File: src/rtl/pattern_sequencer.sv
// pattern_sequencer: records WIDTH-bit patterns into a DEPTH-entry buffer and
// replays them to a registered output. Playback advances one entry per
// internal tick. It supports loop, one-shot, ping-pong and pause modes.
module pattern_sequencer #(
  parameter int WIDTH    = 2,
  parameter int DEPTH    = 16,
  parameter int TICK_DIV = 12_000_000
) (
  input  logic                     clk,
  input  logic                     rst_n,
  input  logic                     rec,
  input  logic                     clr,
  input  logic [WIDTH-1:0]         pat_in,
  input  logic [1:0]               mode,
  input  logic                     run,
  output logic [WIDTH-1:0]         out,
  output logic [$clog2(DEPTH):0]   count,
  output logic                     full,
  output logic                     done
);

  localparam int AW = $clog2(DEPTH);
  localparam int TW = $clog2(TICK_DIV);
  localparam logic [TW-1:0] TICK_LAST  = TW'(TICK_DIV - 1);
  localparam logic [AW:0]   COUNT_FULL = (AW + 1)'(DEPTH);
  localparam logic [AW:0]   COUNT_ONE  = (AW + 1)'(1);

  localparam logic [1:0] MODE_LOOP     = 2'd0;
  localparam logic [1:0] MODE_ONESHOT  = 2'd1;
  localparam logic [1:0] MODE_PINGPONG = 2'd2;
  localparam logic [1:0] MODE_PAUSE    = 2'd3;

  typedef enum logic {DIR_UP, DIR_DOWN} dir_t;

  logic [WIDTH-1:0] mem [DEPTH];
  logic [WIDTH-1:0] rd_data;
  logic [AW-1:0]    rd_ptr;
  logic [AW-1:0]    last;
  logic [TW-1:0]    tick_cnt;
  dir_t             dir;
  logic             tick;
  logic             wr_en;
  logic             step;
  logic             single;

  assign full   = (count == COUNT_FULL);
  assign tick   = (tick_cnt == TICK_LAST);
  assign wr_en  = rec && !clr && !full;
  assign step   = tick && run && (count != '0) && (mode != MODE_PAUSE) && !done && !clr;
  assign last   = AW'(count - COUNT_ONE);
  assign single = (count == COUNT_ONE);

  // Buffer write at the append position plus a registered read of the playback entry
  always_ff @(posedge clk) begin
    if (rst_n && wr_en) begin
      mem[count[AW-1:0]] <= pat_in;
    end
    rd_data <= mem[rd_ptr];
  end

  // Free-running step divider; only reset restarts it, so clr and run leave the cadence alone
  always_ff @(posedge clk) begin
    if (!rst_n) begin
      tick_cnt <= '0;
    end else if (tick) begin
      tick_cnt <= '0;
    end else begin
      tick_cnt <= tick_cnt + TW'(1);
    end
  end

  // Playback state machine: clear/record bookkeeping, then advance the read pointer by mode
  always_ff @(posedge clk) begin
    if (!rst_n) begin
      count  <= '0;
      out    <= '0;
      done   <= 1'b0;
      rd_ptr <= '0;
      dir    <= DIR_UP;
    end else if (clr) begin
      count  <= '0;
      out    <= '0;
      done   <= 1'b0;
      rd_ptr <= '0;
      dir    <= DIR_UP;
    end else begin
      if (wr_en) begin
        count <= count + COUNT_ONE;
      end
      if (!run) begin
        rd_ptr <= '0;
        dir    <= DIR_UP;
        done   <= 1'b0;
      end else if (step) begin
        out <= rd_data;
        case (mode)
          MODE_LOOP: begin
            if (rd_ptr == last) rd_ptr <= '0;
            else                rd_ptr <= rd_ptr + AW'(1);
          end
          MODE_ONESHOT: begin
            if (rd_ptr == last) done   <= 1'b1;
            else                rd_ptr <= rd_ptr + AW'(1);
          end
          MODE_PINGPONG: begin
            if (dir == DIR_UP) begin
              if (rd_ptr == last) begin
                dir    <= DIR_DOWN;
                rd_ptr <= single ? '0 : last - AW'(1);
              end else begin
                rd_ptr <= rd_ptr + AW'(1);
              end
            end else begin
              if (rd_ptr == '0) begin
                dir    <= DIR_UP;
                rd_ptr <= single ? '0 : AW'(1);
              end else begin
                rd_ptr <= rd_ptr - AW'(1);
              end
            end
          end
          default: begin
          end
        endcase
      end
    end
  end

endmodule

File: config.mk
export PLATFORM = sky130hd
export DESIGN_NAME = pattern_sequencer
export DESIGN_NICKNAME = d
export VERILOG_FILES = /design/src/rtl/pattern_sequencer.sv
export SDC_FILE = /design/constraint.sdc
export NUM_CORES = 1
export LEC_CHECK = 0
export CORE_ASPECT_RATIO = 0.8
export CORE_UTILIZATION = 68
export CTS_CLUSTER_DIAMETER = 40
export DETAILED_ROUTE_END_ITERATION = 6
export DONT_BUFFER_PORTS = 1
export PLACE_DENSITY_LB_ADDON = 0.08
export SLEW_MARGIN = 20
export SYNTH_ARGS = -nofsm -noshare
export SYNTH_HDL_FRONTEND = slang
export SYNTH_SLANG_ARGS = --single-unit
export TNS_END_PERCENT = 20
File: constraint.sdc
create_clock -name clk -period 3.8 [get_ports clk]
set_input_delay 0.57 -clock clk [delete_from_list [all_inputs] [get_ports clk]]
set_output_delay 0.57 -clock clk [all_outputs]
set_load 0.03 [all_outputs]
==> metrics.cfg, run 1 <==
[sta]
tightest_slew_ns = 0.719
max_slew_margin_pct = 51.9
maxSlewViolCount = 0
period_share_pct = 79.6
hold_viol_final = 0
finalCriticalPeriod_ns = 3.02
skew_ns = 0.00857
fmax_mhz = 331
finalSetupViolCount = 0
tns_ns = 0
rsz0062_at_grt = false

[global_routing]
grt_pass1_vias = 2241
grt_first_pass_wirelength_mm = 11.0
grt_max_degree = 23
grtUsageTotal_pct = 28.9
overflow = 0
antenna_found_initial = 0

[drt]
drt_iter0_markers = 238
first_pass_iters = 4
viasPerCell = 6.07
routedWlPerCell_um = 17.0
route.detailed.drc = 0
vias = 2463
ant_nets = 0
wirelength_mm = 6.91

[placement]
gp_congestion = 0.876
hpwl_mm = 5.06
place_area_sq_um = 3580
io_buffer_count = 0

[power_and_ir_drop]
powerDensity_nw_per_um2 = 383
vdd_drop_max_uv = 397
leakage_nw = 1.27
power_mw = 1.45

[floorplan]
dieWidth_um = 82.8
dieArea_sq_um = 5510
start_util_pct = 70.8
core_sq_um = 5010
std_cell_rows = 23
die_height_um = 66.6
ioPinCount = 18

[cts]
ctsHoldBuffers = 0
postCtsSetupBuffers = 0
cts_resized = 0
cts_root_buffer = clkbuf_8
clkSinkCount = 71
clkLatencyLatePin_ns = 0.35
numCtsBuffers = 9
clockBufferDepth = 2
path_clk_slew_ns = 0.08
htreeDepth = 3
cts_tree = done

[logic_synthesis]
ys_warn_count = 0
syn_area_per_cell_sq_um = 10.5
ys.flop_type = dfxtp_1
ys_types = 49
synth_area_sq_um = 3550
async_reset_ff_share_pct = 0
synth_nets = 363
synth-edff-count = 32
seq_area_frac_synth_pct = 49.1
netlist_instances = 339
ys_ff_latch = 71

[hold_path]
worstHoldEndpoint = mem[14][1]$_DFFE_PP_
hold_start = pat_in[1]
min_path_cells = 0
hold_path.class = in -> reg

[critical_path]
critPathBufInv = 1
regToRegSetupSlack_ns = 0.78
worstPathRequired_ns = 4.03
critical_path_arrival_ns = 3.25
cp_cell_sequence = inv_1 > ha_1 > xor2_1 > nand2_1 > nor3_2 > o32ai_1 > a2111oi_0 > o31ai_1
slowest_delay_ns = 0.77
path_max_fanout = 11
cp_top_family = flip-flops
rr_worst_depth = 8
worstReg2RegEnd = rd_ptr[1]$_SDFFE_PP0P_
crit_type = reg -> reg
cp-start-kind = flip-flop
cp_slowest_cell = dfxtp_1
endpoint_kind = flip-flop
regToRegStartpoint = count[0]$_SDFFE_PP0P_

[run_status]
status = finished clean

[cells_and_area]
final_area_sq_um = 3780
diodes = 0
layout-drive-gt1-share_pct = 10.5
syn2layout_area_growth_pct = 6.60
nets = 363

[job]
drv_cap = 0

## metal layers
layer | vias to the layer above | global-route usage, % | part of all wire (%)
li1 | 1193 | - | -
met1 | 1178 | 40.4 | 47
met2 | 79 | 40.0 | 42
met3 | 13 | 8.90 | 8.1
met4 | 0 | 15.1 | 2.2
met5 | - | 0 | 0
## where the power goes
group / switching (mW) / internal [mW] / leakage, nW / total, mW
Combinational: 0.0332 / 0.0206 / 0.576 / 0.0538
Clock: 0.285 / 0.302 / 0.0875 / 0.587
Sequential: 0.00705 / 0.801 / 0.603 / 0.808
Total: 0.326 / 1.12 / 1.27 / 1.45
## area by class of cell
class / instances / area [sq um]
multi-input combinational: 239 / 1690
sequential: 71 / 1740
clock inverter: 7 / 73.8
timing repair buffer: 1 / 7.51
inverter: 17 / 63.8
clock buffer: 9 / 124
tap: 62 / 77.6
fill: 346 / 1230
## cell usage in the layout, fill, tap and decap left out, drive strengths merged, types with 9 or more instances in the layout
cell and n:
inv 17, xnor2 18, clkbuf 9, ha 15, mux4 10, xor2 19, nor2 60, nand2 24
edfxtp 32, dfxtp 39, nand3 14
## Yosys cell counts (5+ instances only)
| master | count | area [sq um] |
|---|---|---|
| a21oi_1 | 7 | 35.0 |
| clkbuf_1 | 8 | 30.0 |
| dfxtp_1 | 39 | 781 |
| edfxtp_1 | 32 | 961 |
| ha_1 | 15 | 188 |
| inv_1 | 17 | 63.8 |
| mux4_2 | 10 | 225 |
| nand2_1 | 24 | 90.1 |
| nand2b_1 | 5 | 31.3 |
| nand3_1 | 14 | 70.1 |
| nand4_1 | 5 | 31.3 |
| nor2_1 | 60 | 225 |
| nor3_1 | 6 | 30.0 |
| o21ai_0 | 5 | 25.0 |
| xnor2_1 | 18 | 158 |
| xor2_1 | 19 | 166 |
## flip-flops by register name, summed over array words and instances (netlist names)
register / flops
count: 5
dir: 1
done: 1
mem: 32
out: 2
rd_data: 2
rd_ptr: 4
tick_cnt: 24
## logic make-up (layout without fill, tap and decap cells)
kind of cell | Yosys count | count (layout) | share of synthesized area (%)
and+or+nand+nor | 137 | 137 | 18.7
DFF | 71 | 71 | 49.1
AOI/OAI and AO/OA | 38 | 38 | 7.69
xor gates and xnor gates | 37 | 37 | 9.14
buffers and inverters | 29 | 34 | 3.17
adders and majority gates | 15 | 15 | 5.29
muxes | 12 | 12 | 6.91
## worst max path at each step
stage	startpoint	endpoint	depth (start not counted)
floorplan	count[0]$_SDFFE_PP0P_	rd_ptr[1]$_SDFFE_PP0P_	10
global placement	count[0]$_SDFFE_PP0P_	rd_ptr[1]$_SDFFE_PP0P_	8
detailed placement	count[0]$_SDFFE_PP0P_	rd_ptr[1]$_SDFFE_PP0P_	8
CTS	count[0]$_SDFFE_PP0P_	rd_ptr[1]$_SDFFE_PP0P_	8
global route	count[0]$_SDFFE_PP0P_	rd_ptr[1]$_SDFFE_PP0P_	8
finish	count[0]$_SDFFE_PP0P_	rd_ptr[1]$_SDFFE_PP0P_	8
## through the flow
| step | cells | worst slack, ns | utilization [%] | hold slack, ns |
|---|---|---|---|---|
| floorplan | 339 | 1.04 | - | 0.430 |
| global placement | 390 | 0.943 | 71.6 | 0.445 |
| detailed placement | 390 | 0.829 | 71.6 | 0.457 |
| CTS | 406 | 0.822 | 75.5 | 0.296 |
| global route | 406 | 0.420 | 75.5 | 0.289 |
| finish | 406 | 0.776 | 75.5 | 0.313 |
Power figures use the tool's default switching activity.
==> run 2: changes to the inputs <==
--- a/config.mk
+++ b/config.mk
@@ -6,7 +6,7 @@
 export NUM_CORES = 1
 export LEC_CHECK = 0
 export CORE_ASPECT_RATIO = 0.8
-export CORE_UTILIZATION = 68
+export CORE_UTILIZATION = 57
 export CTS_CLUSTER_DIAMETER = 40
 export DETAILED_ROUTE_END_ITERATION = 6
 export DONT_BUFFER_PORTS = 1
==> constraint.sdc (replaced) <==
create_clock -name clk -period 2.6 [get_ports clk]
set_input_delay 0.39 -clock clk [delete_from_list [all_inputs] [get_ports clk]]
set_output_delay 0.39 -clock clk [all_outputs]
set_load 0.03 [all_outputs]
==> run 2 against run 1 <==
Against the previous run: global-route usage is 5.5 points lower; sequential share of layout area is 1.4 points lower; die area is 19% higher; clock power is 64% higher; wire length is 2.2% higher; sequential power is 46% higher; fmax is 31% higher; non-clock buffer count is 9 higher; final area is 3.2% higher; hold slack worse by 0.18 ns; largest power group unchanged; highest routed layer unchanged.
==> metrics.cfg, run 2 (synthesis results as in run 1) <==
[run_status]
status = finished clean

[global_routing]
grt_pass1_vias = 2387  ; +6.5%
grt_max_degree = 23  ; unchanged
grtUsageTotal_pct = 23.4  ; -5.5 points
antenna_found_initial = 0  ; unchanged
grt_first_pass_wirelength_mm = 11.8  ; +6.4%
overflow = 0  ; unchanged

[floorplan]
core_sq_um = 5940  ; +19%
start_util_pct = 59.7  ; -11 points
dieWidth_um = 90.2  ; +9.0%
dieArea_sq_um = 6540  ; +19%
std_cell_rows = 25  ; +8.7%
die_height_um = 72.6  ; +8.9%
ioPinCount = 18  ; unchanged

[power_and_ir_drop]
p_int_mw = 1.75  ; +55%
leakage_nw = 1.35  ; +6.5%
power_mw = 2.23  ; +54%
vdd_drop_max_uv = 374  ; -5.9%
powerDensity_nw_per_um2 = 571  ; +49%
p_sw_share_pct = 21.5  ; -0.92 points
pwr-share-comb_pct = 4.1  ; +0.4 points
p_clk_share_pct = 43.1  ; +2.6 points
power_switching_uw = 480  ; +47%
seqPwrFrac_pct = 52.8  ; -3.0 points

[drt]
vias = 2486  ; +0.93%
ant_nets = 0  ; unchanged
first_pass_iters = 4  ; unchanged
drt_iter0_markers = 158  ; -34%
viasPerCell = 5.73  ; -5.6%
routedWlPerCell_um = 16.3  ; -4.4%
wirelength_mm = 7.07  ; +2.2%
route.detailed.drc = 0  ; unchanged

[hold_path]
hold_path.class = in -> reg
hold_start = pat_in[1]
worstHoldEndpoint = mem[14][1]$_DFFE_PP_
min_path_cells = 0  ; unchanged

[sta]
finalSetupViolCount = 0  ; unchanged
fmax_mhz = 433  ; +31%
maxSlewViolCount = 0  ; unchanged
finalCriticalPeriod_ns = 2.31  ; -0.714 ns
skew_ns = 0.00925  ; +0.000681 ns
tightest_slew_ns = 0.536  ; -0.184 ns
period_share_pct = 88.8  ; +9.3 points
max_slew_margin_pct = 63.7  ; +12 points
holdWs_ns = 0.132  ; -0.180 ns
rsz0062_at_grt = false
hold_viol_final = 0  ; unchanged
tns_ns = 0  ; unchanged

[cts]
ctsHoldBuffers = 0  ; unchanged
path_clk_slew_ns = 0.08  ; about the same
cts_resized = 0  ; unchanged
htreeDepth = 3  ; unchanged
clockBufferDepth = 2  ; unchanged
postCtsSetupBuffers = 0  ; unchanged
numCtsBuffers = 9  ; unchanged
clkLatencyLatePin_ns = 0.35  ; about the same
cts_root_buffer = clkbuf_8
clkSinkCount = 71  ; unchanged
cts_tree = done

[placement]
gp_congestion = 0.864  ; -1.3%
hpwl_mm = 5.26  ; +3.9%
io_buffer_count = 0  ; unchanged

[cells_and_area]
syn2layout_area_growth_pct = 9.98
layout-drive-gt1-share_pct = 13.0  ; +2.6 points
largest_reg_flops = 32  ; unchanged
num-fill-cells = 467  ; +35%
final_cell_mix = 60 x nor2_1, 38 x dfxtp_1, 32 x edfxtp_1
diodes = 0  ; unchanged
layout_commonest_cell = nor2_1
nets = 372  ; +2.5%

[critical_path]
critical_path_arrival_ns = 2.54  ; -0.71 ns
slowest_delay_ns = 0.43  ; -0.34 ns
cp_cell_sequence = inv_1 > ha_1 > xor2_1 > nand2_1 > nor3_4 > o32ai_1 > a2111oi_0 > o31ai_1
cp-start-kind = flip-flop
cp_top_family = compound AO/OA/AOI/OAI gates
regToRegSetupSlack_ns = 0.29  ; -0.49 ns
rr_worst_depth = 8  ; unchanged
worstPathRequired_ns = 2.83  ; -1.20 ns
endpoint_kind = flip-flop
crit_type = reg -> reg
critPathBufInv = 1  ; unchanged
worstReg2RegEnd = rd_ptr[1]$_SDFFE_PP0P_
cp_slowest_cell = ha_1
regToRegStartpoint = count[1]$_SDFFE_PP0P_
path_max_fanout = 10  ; -1

[job]
drv_cap = 0  ; unchanged

==> run 2: changes by cell type in the layout (fill, tap and decap cells not counted), sizes merged <==
cell,before,now
buf,1,10
clkinvlp,4,1
bufinv,1,2
clkinv,2,3
inv,17,18
==> run 2: metrics by stage <==
step / cells / cell area (sq um) / util (%) / worst slack, ns
floorplan: 339 / 3550 / - / 0.0126
global placement: 418 / 3680 / 62.0 / 0.397
detailed placement: 418 / 3680 / 62.0 / 0.331
CTS: 434 / 3900 / 65.6 / 0.325
global route: 434 / 3900 / 65.6 / 0.0633
finish: 434 / 3900 / 65.6 / 0.290
==> run 2: how the worst max path moves through the flow <==
stage | start | end | cells past startpoint
final | count[1]$_SDFFE_PP0P_ | rd_ptr[1]$_SDFFE_PP0P_ | 8
after global routing | count[1]$_SDFFE_PP0P_ | rd_ptr[1]$_SDFFE_PP0P_ | 8
after CTS | count[1]$_SDFFE_PP0P_ | rd_ptr[1]$_SDFFE_PP0P_ | 8
after detailed placement | count[0]$_SDFFE_PP0P_ | rd_ptr[1]$_SDFFE_PP0P_ | 8
after global placement | tick_cnt[19]$_SDFF_PP0_ | dir$_SDFFE_PP0P_ | 6
after floorplan | count[0]$_SDFFE_PP0P_ | rd_ptr[1]$_SDFFE_PP0P_ | 10
==> run 2: power by group through the flow <==
| stage | registers [mW] | logic [mW] | clock network [mW] |
|---|---|---|---|
| floorplan | 1.20 | 0.0643 | 0 |
| finish | 1.18 | 0.0907 | 0.960 |
| global placement | 1.20 | 0.0879 | 0 |
| detailed placement | 1.20 | 0.0897 | 0 |
| CTS | 1.18 | 0.0902 | 0.982 |
| global route | 1.18 | 0.101 | 1.02 |
==> run 2: area by class of cell <==
| type | instances | area (sq um) | share of cell area, % |
|---|---|---|---|
| Clock buffer | 9 | 124 | 3.18 |
| Clock inverter | 7 | 95.1 | 2.44 |
| Inverter | 17 | 63.8 | 1.64 |
| Multi-Input combinational cell | 239 | 1700 | 43.6 |
| Sequential cell | 71 | 1740 | 44.7 |
| Tap cell | 81 | 101 | 2.60 |
| Timing Repair Buffer | 10 | 75.1 | 1.92 |
==> run 2: layer usage <==
| layer | GRT usage [%] | vias up | routed length [um] |
|---|---|---|---|
| met5 | 0 | - | 0 |
| met4 | 5.73 | 0 | 41 |
| met3 | 7.55 | 5 | 527 |
| met2 | 34.0 | 81 | 3070 |
| met1 | 34.0 | 1189 | 3430 |
| li1 | - | 1211 | - |
==> run 2: worst reg2reg max path, delay by kind of cell (launching register included) <==
kind | cells | cell delay, ns
compound gates | 3 | 0.66
simple gates | 2 | 0.50
fa+ha+maj | 1 | 0.43
flops | 1 | 0.33
xor+xnor | 1 | 0.17
buf+inv | 1 | 0.10
==> run 3: changes to the inputs <==
--- a/config.mk
+++ b/config.mk
@@ -10,7 +10,7 @@
 export CTS_CLUSTER_DIAMETER = 40
 export DETAILED_ROUTE_END_ITERATION = 6
 export DONT_BUFFER_PORTS = 1
-export PLACE_DENSITY_LB_ADDON = 0.08
+export PLACE_DENSITY_LB_ADDON = 0.25
 export SLEW_MARGIN = 20
 export SYNTH_ARGS = -nofsm -noshare
 export SYNTH_HDL_FRONTEND = slang
==> run 3 against run 2 <==
Against the previous run: utilization shrank 0.72 points; fmax up 1.2%; setup slack improved by 0.027 ns; sequential share of layout area rose by 0.49 points; clock skew is 0.0045 ns lower; sequential cell count stayed put; critical path depth is the same; highest routed layer unchanged.
==> metrics.cfg, run 3 (synthesis results as in run 1) <==
[run_status]
status = finished clean

[cells_and_area]
diodes = 0  ; unchanged
nets = 371  ; -0.27%
num-fill-cells = 478  ; +2.4%
largest_reg_flops = 32  ; unchanged
final_cell_mix = 60 x nor2_1, 38 x dfxtp_1, 32 x edfxtp_1
layout-drive-gt1-share_pct = 12.8  ; -0.25 points
multi_input_area_sq_um = 1700  ; unchanged
syn2layout_area_growth_pct = 8.78
regArea_sq_um = 1740  ; unchanged
layout_commonest_cell = nor2_1
final_area_sq_um = 3860  ; -1.1%

[cts]
clkLatencyLatePin_ns = 0.34  ; about the same
htreeDepth = 3  ; unchanged
cts_root_buffer = clkbuf_8
numCtsBuffers = 9  ; unchanged
cts_tree = done
clkSinkCount = 71  ; unchanged
clockBufferDepth = 2  ; unchanged
cts_resized = 0  ; unchanged
path_clk_slew_ns = 0.07  ; about the same
ctsHoldBuffers = 0  ; unchanged
postCtsSetupBuffers = 0  ; unchanged

[sta]
tightest_slew_ns = 0.536  ; +0.0000606 ns
hold_viol_final = 0  ; unchanged
max_slew_margin_pct = 63.7  ; about the same
skew_ns = 0.00474  ; -0.00451 ns
setup_slack_ns = 0.317  ; +0.0266 ns
maxSlewViolCount = 0  ; unchanged
rsz0062_at_grt = false
tns_ns = 0  ; unchanged
finalCriticalPeriod_ns = 2.28  ; -0.0266 ns
finalSetupViolCount = 0  ; unchanged
fmax_mhz = 438  ; +1.2%
period_share_pct = 87.8  ; -1.0 points
holdWs_ns = 0.138  ; +0.00509 ns

[drt]
vias = 2458  ; -1.1%
viasPerCell = 5.68  ; -0.90%
first_pass_iters = 4  ; unchanged
route.detailed.drc = 0  ; unchanged
ant_nets = 0  ; unchanged
drt_iter0_markers = 128  ; -19%
routedWlPerCell_um = 15.9  ; -2.3%
wirelength_mm = 6.89  ; -2.5%

[floorplan]
std_cell_rows = 25  ; unchanged
dieWidth_um = 90.2  ; unchanged
dieArea_sq_um = 6540  ; unchanged
die_height_um = 72.6  ; unchanged
core_sq_um = 5940  ; unchanged
start_util_pct = 59.7  ; unchanged
ioPinCount = 18  ; unchanged

[critical_path]
crit_type = reg -> reg
worstReg2RegEnd = rd_ptr[1]$_SDFFE_PP0P_
rr_worst_depth = 8  ; unchanged
slowest_delay_ns = 0.43  ; about the same
worstPathRequired_ns = 2.83  ; about the same
cp_cell_sequence = inv_1 > ha_1 > xor2_1 > nand2_1 > nor3_4 > o32ai_1 > a2111oi_0 > o31ai_1
endpoint_kind = flip-flop
critical_path_arrival_ns = 2.51  ; -0.03 ns
cp_slowest_cell = ha_1
regToRegStartpoint = count[1]$_SDFFE_PP0P_
cp-start-kind = flip-flop
path_max_fanout = 10  ; unchanged
regToRegSetupSlack_ns = 0.32  ; +0.03 ns

[hold_path]
worstHoldEndpoint = mem[13][0]$_DFFE_PP_
hold_path.class = in -> reg
min_path_cells = 0  ; unchanged
hold_start = pat_in[0]

[power_and_ir_drop]
powerDensity_nw_per_um2 = 536  ; -6.1%
leakage_nw = 1.32  ; -2.0%
power_mw = 2.07  ; -7.1%
vdd_drop_max_uv = 300  ; -20%

[global_routing]
grtUsageTotal_pct = 23.2  ; -0.16 points
overflow = 0  ; unchanged
grt_max_degree = 23  ; unchanged
grt_pass1_vias = 2276  ; -4.7%
grt_first_pass_wirelength_mm = 11.5  ; -1.8%
antenna_found_initial = 0  ; unchanged

[placement]
io_buffer_count = 0  ; unchanged
gp_congestion = 0.878  ; +1.7%
hpwl_mm = 5.05  ; -3.9%
place_area_sq_um = 3670  ; -0.20%
post-place-ws_ns = 0.344  ; +0.0129 ns

[job]
drv_cap = 0  ; unchanged

run 3: changes by cell type in the layout (fill, tap and decap cells not counted):
cell / before / now
buf_4: 10 / 9
clkbuf_8: 9 / 11
clkinvlp_4: 1 / 3
clkinv_4: 1 / 0
bufinv_16: 2 / 0
inv_6: 1 / 0
run 3: worst max-delay path by stage:
stage	slack (ns)	start	to	cells past startpoint
after floorplan	0.01	count[0]$_SDFFE_PP0P_	rd_ptr[1]$_SDFFE_PP0P_	10
after global placement	0.44	tick_cnt[19]$_SDFF_PP0_	dir$_SDFFE_PP0P_	6
after detailed placement	0.34	count[1]$_SDFFE_PP0P_	rd_ptr[1]$_SDFFE_PP0P_	8
after CTS	0.33	count[1]$_SDFFE_PP0P_	rd_ptr[1]$_SDFFE_PP0P_	8
after global routing	0.09	count[1]$_SDFFE_PP0P_	rd_ptr[1]$_SDFFE_PP0P_	8
final	0.32	count[1]$_SDFFE_PP0P_	rd_ptr[1]$_SDFFE_PP0P_	8
run 3: through the flow:
step | util, % | std cells
2_1_floorplan | - | 339
3_3_place_gp | 61.8 | 417
3_5_place_dp | 61.8 | 417
4_1_cts | 64.9 | 433
5_1_grt | 64.9 | 433
6_report | 64.9 | 433
run 3: worst max-delay path, delay by kind of cell (launching register included):
family                     cells  cell delay (ns)
AOI/OAI and AO/OA              3             0.61
xor gates and xnor gates       1             0.16
adders and majority gates      1             0.43
buffers and inverters          1             0.10
DFF                            1             0.33
and+or+nand+nor                2             0.53
run 3: report_power, final:
part	leakage (nW)	internal [mW]	total [mW]	switching, mW
sequential	0.604	1.17	1.18	0.00473
combinational	0.631	0.0337	0.0882	0.0546
clock	0.0873	0.394	0.804	0.409
total	1.32	1.60	2.07	0.469
run 3: layout make-up:
| cell class | count | area share [%] |
|---|---|---|
| flip-flops and latches | 71 | 45.2 |
| repair buffers | 9 | 1.75 |
| multi-input cells | 239 | 44.0 |
| clock buffers | 11 | 3.92 |
| clock inverters | 5 | 0.843 |
| inverters | 17 | 1.65 |
| well taps | 81 | 2.63 |
run 3: routing by layer:
layer | track usage [%] | vias to the layer above | share of wire (%)
li1 | - | 1217 | -
met1 | 34.8 | 1161 | 50
met2 | 31.7 | 75 | 42
met3 | 7.97 | 5 | 6.8
met4 | 6.45 | 0 | 0.91
met5 | 0 | - | 0
==> RTL edit 1, RTL diff (settings of run 3) <==
`TICK_DIV`: 12_000_000 -> 48_000_000.
--- a/src/rtl/pattern_sequencer.sv
+++ b/src/rtl/pattern_sequencer.sv
@@ -5,5 +5,5 @@
   parameter int WIDTH    = 2,
   parameter int DEPTH    = 16,
-  parameter int TICK_DIV = 12_000_000
+  parameter int TICK_DIV = 48_000_000
 ) (
   input  logic                     clk,
Behaviour: no difference found for any inputs over 10 cycles, from zero or initial values; that may be too few to reach the edited logic, so the function may still have changed.
==> RTL edit 1 against run 3 <==
- total power up 12%
- first-iteration DRC count up 28%
- wire length up 8.4%
- worst setup slack better by 0.014 ns
- cell area up 6.3%
- sequential cell count up 2
- die area up 5.8%
- combinational power up 8.3%
- maximum frequency up 0.63%
- area after synthesis up 6.0%
==> RTL edit 1: results (changes against run 3) <==
{
  "placement": {
    "placed_cell_area": {"value": 3880, "unit": "µm²", "change": "+5.5%"},
    "detailed_place_hpwl": {"value": 5320, "unit": "µm", "change": "+5.4%"},
    "gp_congestion": {"value": 0.900, "change": "+2.5%"}
  },
  "yosys": {
    "ys_top_cells_by_count": "sky130_fd_sc_hd__nor2_1, sky130_fd_sc_hd__dfxtp_1, sky130_fd_sc_hd__edfxtp_1, sky130_fd_sc_hd__nand2_1, sky130_fd_sc_hd__xor2_1",
    "synth_area_leaders": "sky130_fd_sc_hd__edfxtp_1, sky130_fd_sc_hd__dfxtp_1, sky130_fd_sc_hd__mux4_2",
    "post_synth_fa_ha_maj_area_fraction": {"value": 4.66, "unit": "%", "change": "-0.63 points"},
    "synth.yosys.seq_area_share": {"value": 47.4, "unit": "%", "change": "-1.7 points"},
    "post_synth_inst_count": {"value": 354, "change": "+4.4%"},
    "post_synth_xor_area_fraction": {"value": 9.95, "unit": "%", "change": "+0.82 points"}
  },
  "finish": {
    "final_net_count": {"value": 384, "change": "+3.5%"}
  },
  "setup_path": {
    "arrival": {"value": 2.55, "unit": "ns", "change": "+0.04 ns"},
    "crit_path_start": "count[0]$_SDFFE_PP0P_",
    "cpLargestDelayFamily": "simple AND/OR/NAND/NOR gates"
  },
  "min_path": {
    "whs_endpoint": "mem[14][0]$_DFFE_PP_"
  },
  "global_routing": {
    "global_route_wire_length_before_repair": {"value": 12400, "unit": "µm", "change": "+7.4%"},
    "number_of_global_route_vias_before_repair": {"value": 2512, "change": "+10%"},
    "global_route.usage.total": {"value": 23.9, "unit": "%", "change": "+0.66 points"},
    "grt_start_max_net_pins": {"value": 24, "change": "+4.3%"},
    "met3_track_usage_gr": {"value": 7.27, "unit": "%", "change": "-0.69 points"},
    "global_route.usage.met1": {"value": 32.1, "unit": "%", "change": "-2.7 points"}
  },
  "route": {
    "vias_per_cell": {"value": 5.84, "change": "+2.8%"},
    "routed_wire_length_per_instance": {"value": 16.6, "unit": "µm", "change": "+4.3%"}
  },
  "pwr": {
    "sw_power": {"value": 518, "unit": "µW", "change": "+10%"},
    "clock_power_share": {"value": 43.6, "unit": "%", "change": "+4.7 points"},
    "leakage_power_summed_over_all_cells": {"value": 1.47, "unit": "nW", "change": "+11%"},
    "powerClk": {"value": 1.01, "unit": "mW", "change": "+26%"}
  },
  "timing": {
    "finalClockSkew": {"value": 0.00882, "unit": "ns", "change": "+0.00409 ns"},
    "worst_slew_pin_slew": {"value": 0.825, "unit": "ns", "change": "+0.289 ns"},
    "hold_slack": {"value": 0.131, "unit": "ns", "change": "-0.00680 ns"},
    "period_needed": {"value": 2.27, "unit": "ns", "change": "-0.0142 ns"}
  },
  "status": {
    "run_status": "completed"
  }
}
[RTL edit 1: cell type report]
| type | instances | area (µm²) |
|---|---|---|
| well taps | 84 | 105 |
| flip-flops and latches | 73 | 1780 |
| clock buffers | 9 | 124 |
| fillers | 510 | 2270 |
| inverters | 13 | 48.8 |
| repair buffers | 10 | 75.1 |
| clock inverters | 7 | 101 |
| multi-input cells | 254 | 1870 |
[RTL edit 1: worst max path at each step]
| stage | endpoint | cells past startpoint |
|---|---|---|
| finish | rd_ptr[0]$_SDFFE_PP0P_ | 8 |
| global route | rd_ptr[0]$_SDFFE_PP0P_ | 8 |
| CTS | rd_ptr[0]$_SDFFE_PP0P_ | 8 |
| detailed placement | rd_ptr[1]$_SDFFE_PP0P_ | 6 |
| global placement | rd_ptr[2]$_SDFFE_PP0P_ | 7 |
| floorplan | rd_ptr[2]$_SDFFE_PP0P_ | 8 |
==> RTL edit 2, RTL diff (settings of run 3) <==
Without the edit above. Reset style: asynchronous (`rst_n`), changed in 2 clocked blocks.
--- a/src/rtl/pattern_sequencer.sv
+++ b/src/rtl/pattern_sequencer.sv
@@ -60,5 +60,5 @@
 
   // Free-running step divider; only reset restarts it, so clr and run leave the cadence alone
-  always_ff @(posedge clk) begin
+  always_ff @(posedge clk or negedge rst_n) begin
     if (!rst_n) begin
       tick_cnt <= '0;
@@ -71,5 +71,5 @@
 
   // Playback state machine: clear/record bookkeeping, then advance the read pointer by mode
-  always_ff @(posedge clk) begin
+  always_ff @(posedge clk or negedge rst_n) begin
     if (!rst_n) begin
       count  <= '0;
Formal check against the unedited RTL: differs if rst_n is asserted again (counterexample within 4 cycles, from zero or initial values and one cycle with rst_n low); with rst_n held inactive, the same outputs for 10 cycles.
==> RTL edit 2 against run 3 <==
- wire length up 12%
- total power up 9.3%
- first-iteration DRC count up 41%
- clock skew up 0.0046 ns
- clock power up 14%
- synthesized cell count down 1.2%
- largest power group unchanged
- worst setup slack worse by 0.13 ns
- critical endpoint is now rd_ptr[2]$_DFFE_PN0P_
- critical path type unchanged
- sequential cell count unchanged
- area after synthesis up 4.9%
- cell area up 6.9%
- via count up 4.6%
- sequential power about the same
==> RTL edit 2: results (changes against run 3) <==
{
  "yosys": {
    "ys_top_cells_by_count": "sky130_fd_sc_hd__nor2_1, sky130_fd_sc_hd__nand2_1, sky130_fd_sc_hd__dfrtp_1, sky130_fd_sc_hd__edfxtp_1, sky130_fd_sc_hd__xnor2_1",
    "post_synth_fa_ha_maj_area_fraction": {"value": 5.04, "unit": "%", "change": "-0.25 points"},
    "synth.yosys.seq_area_share": {"value": 51.8, "unit": "%", "change": "+2.7 points"},
    "synth-main-ff-cell": "sky130_fd_sc_hd__dfrtp_1",
    "synth_area_leaders": "sky130_fd_sc_hd__edfxtp_1, sky130_fd_sc_hd__dfrtp_1, sky130_fd_sc_hd__mux4_2",
    "fraction_of_the_mapped_netlist_area_in_compound_gates": {"value": 6.39, "unit": "%", "change": "-1.3 points"}
  },
  "setup_path": {
    "crit_path_top_delay_cell": "sky130_fd_sc_hd__dfrtp_1",
    "max_stage_delay": {"value": 0.39, "unit": "ns", "change": "-0.04 ns"},
    "maximum_fanout_count_along_the_critical_path": {"value": 6, "change": "-4"},
    "crit_path_start": "count[2]$_DFFE_PN0P_"
  },
  "placement": {
    "gp_congestion": {"value": 0.880, "change": "+0.20%"},
    "detailedPlace.worstSlack": {"value": 0.168, "unit": "ns", "change": "-0.176 ns"},
    "numPlacedInstances": {"value": 418, "change": "+0.24%"},
    "placed_cell_area": {"value": 3880, "unit": "µm²", "change": "+5.5%"}
  },
  "finish": {
    "seq_area_share": {"value": 46.7, "unit": "%", "change": "+1.6 points"},
    "num-nonclk-buffers": {"value": 16, "change": "+7"},
    "clock_tree_cell_share_of_total_cell_area": {"value": 5.13, "unit": "%", "change": "+0.36 points"},
    "n_all_inverters": {"value": 14, "change": "-3"}
  },
  "global_routing": {
    "number_of_global_route_vias_before_repair": {"value": 2529, "change": "+11%"},
    "global_route.usage.total": {"value": 25.1, "unit": "%", "change": "+1.9 points"},
    "global_route_wire_length_before_repair": {"value": 12700, "unit": "µm", "change": "+10%"}
  },
  "status": {
    "run_status": "completed"
  },
  "route": {
    "routed_wire_length_per_instance": {"value": 17.7, "unit": "µm", "change": "+11%"},
    "drt_first_pass_iters": {"value": 5, "change": "+1"},
    "vias_per_cell": {"value": 5.89, "change": "+3.8%"},
    "drt_iter0_drc": {"value": 180, "change": "+41%"}
  },
  "pwr": {
    "powerComb": {"value": 165, "unit": "µW", "change": "+87%"}
  },
  "timing": {
    "finalClockSkew": {"value": 0.00931, "unit": "ns", "change": "+0.00457 ns"}
  },
  "min_path": {
    "hold_path_startpoint": "clr"
  }
}
==> RTL edit 2: changes by cell type after synthesis, sizes merged, moves of 4 or more <==
cell	delta
dfrtp	+37
dfxtp	-37
nand2	+14
nand3	+5
nor2	-18
nor3	+4
xor2	-7
==> RTL edit 2: metal layers <==
layer	up-vias	share of wire [%]	global-route usage, %
li1	1227	-	-
met1	1248	46	34.2
met2	87	46	39.3
met3	8	7.2	7.77
met4	0	0.88	7.29
met5	-	0	0
==> RTL edit 2: worst paths after layout <==
kind	depth (start not counted)	slack, ns	endpoint
worst min-delay path	1	0.09	out[0]$_DFFE_PN0P_
worst max-delay path	8	0.18	rd_ptr[2]$_DFFE_PN0P_
min in group asynchronous	2	0.48	out[0]$_DFFE_PN0P_
worst max register to register	8	0.18	rd_ptr[2]$_DFFE_PN0P_
worst min register to register	1	0.48	tick_cnt[0]$_DFF_PN0_
max in group asynchronous	2	1.91	tick_cnt[4]$_DFF_PN0_
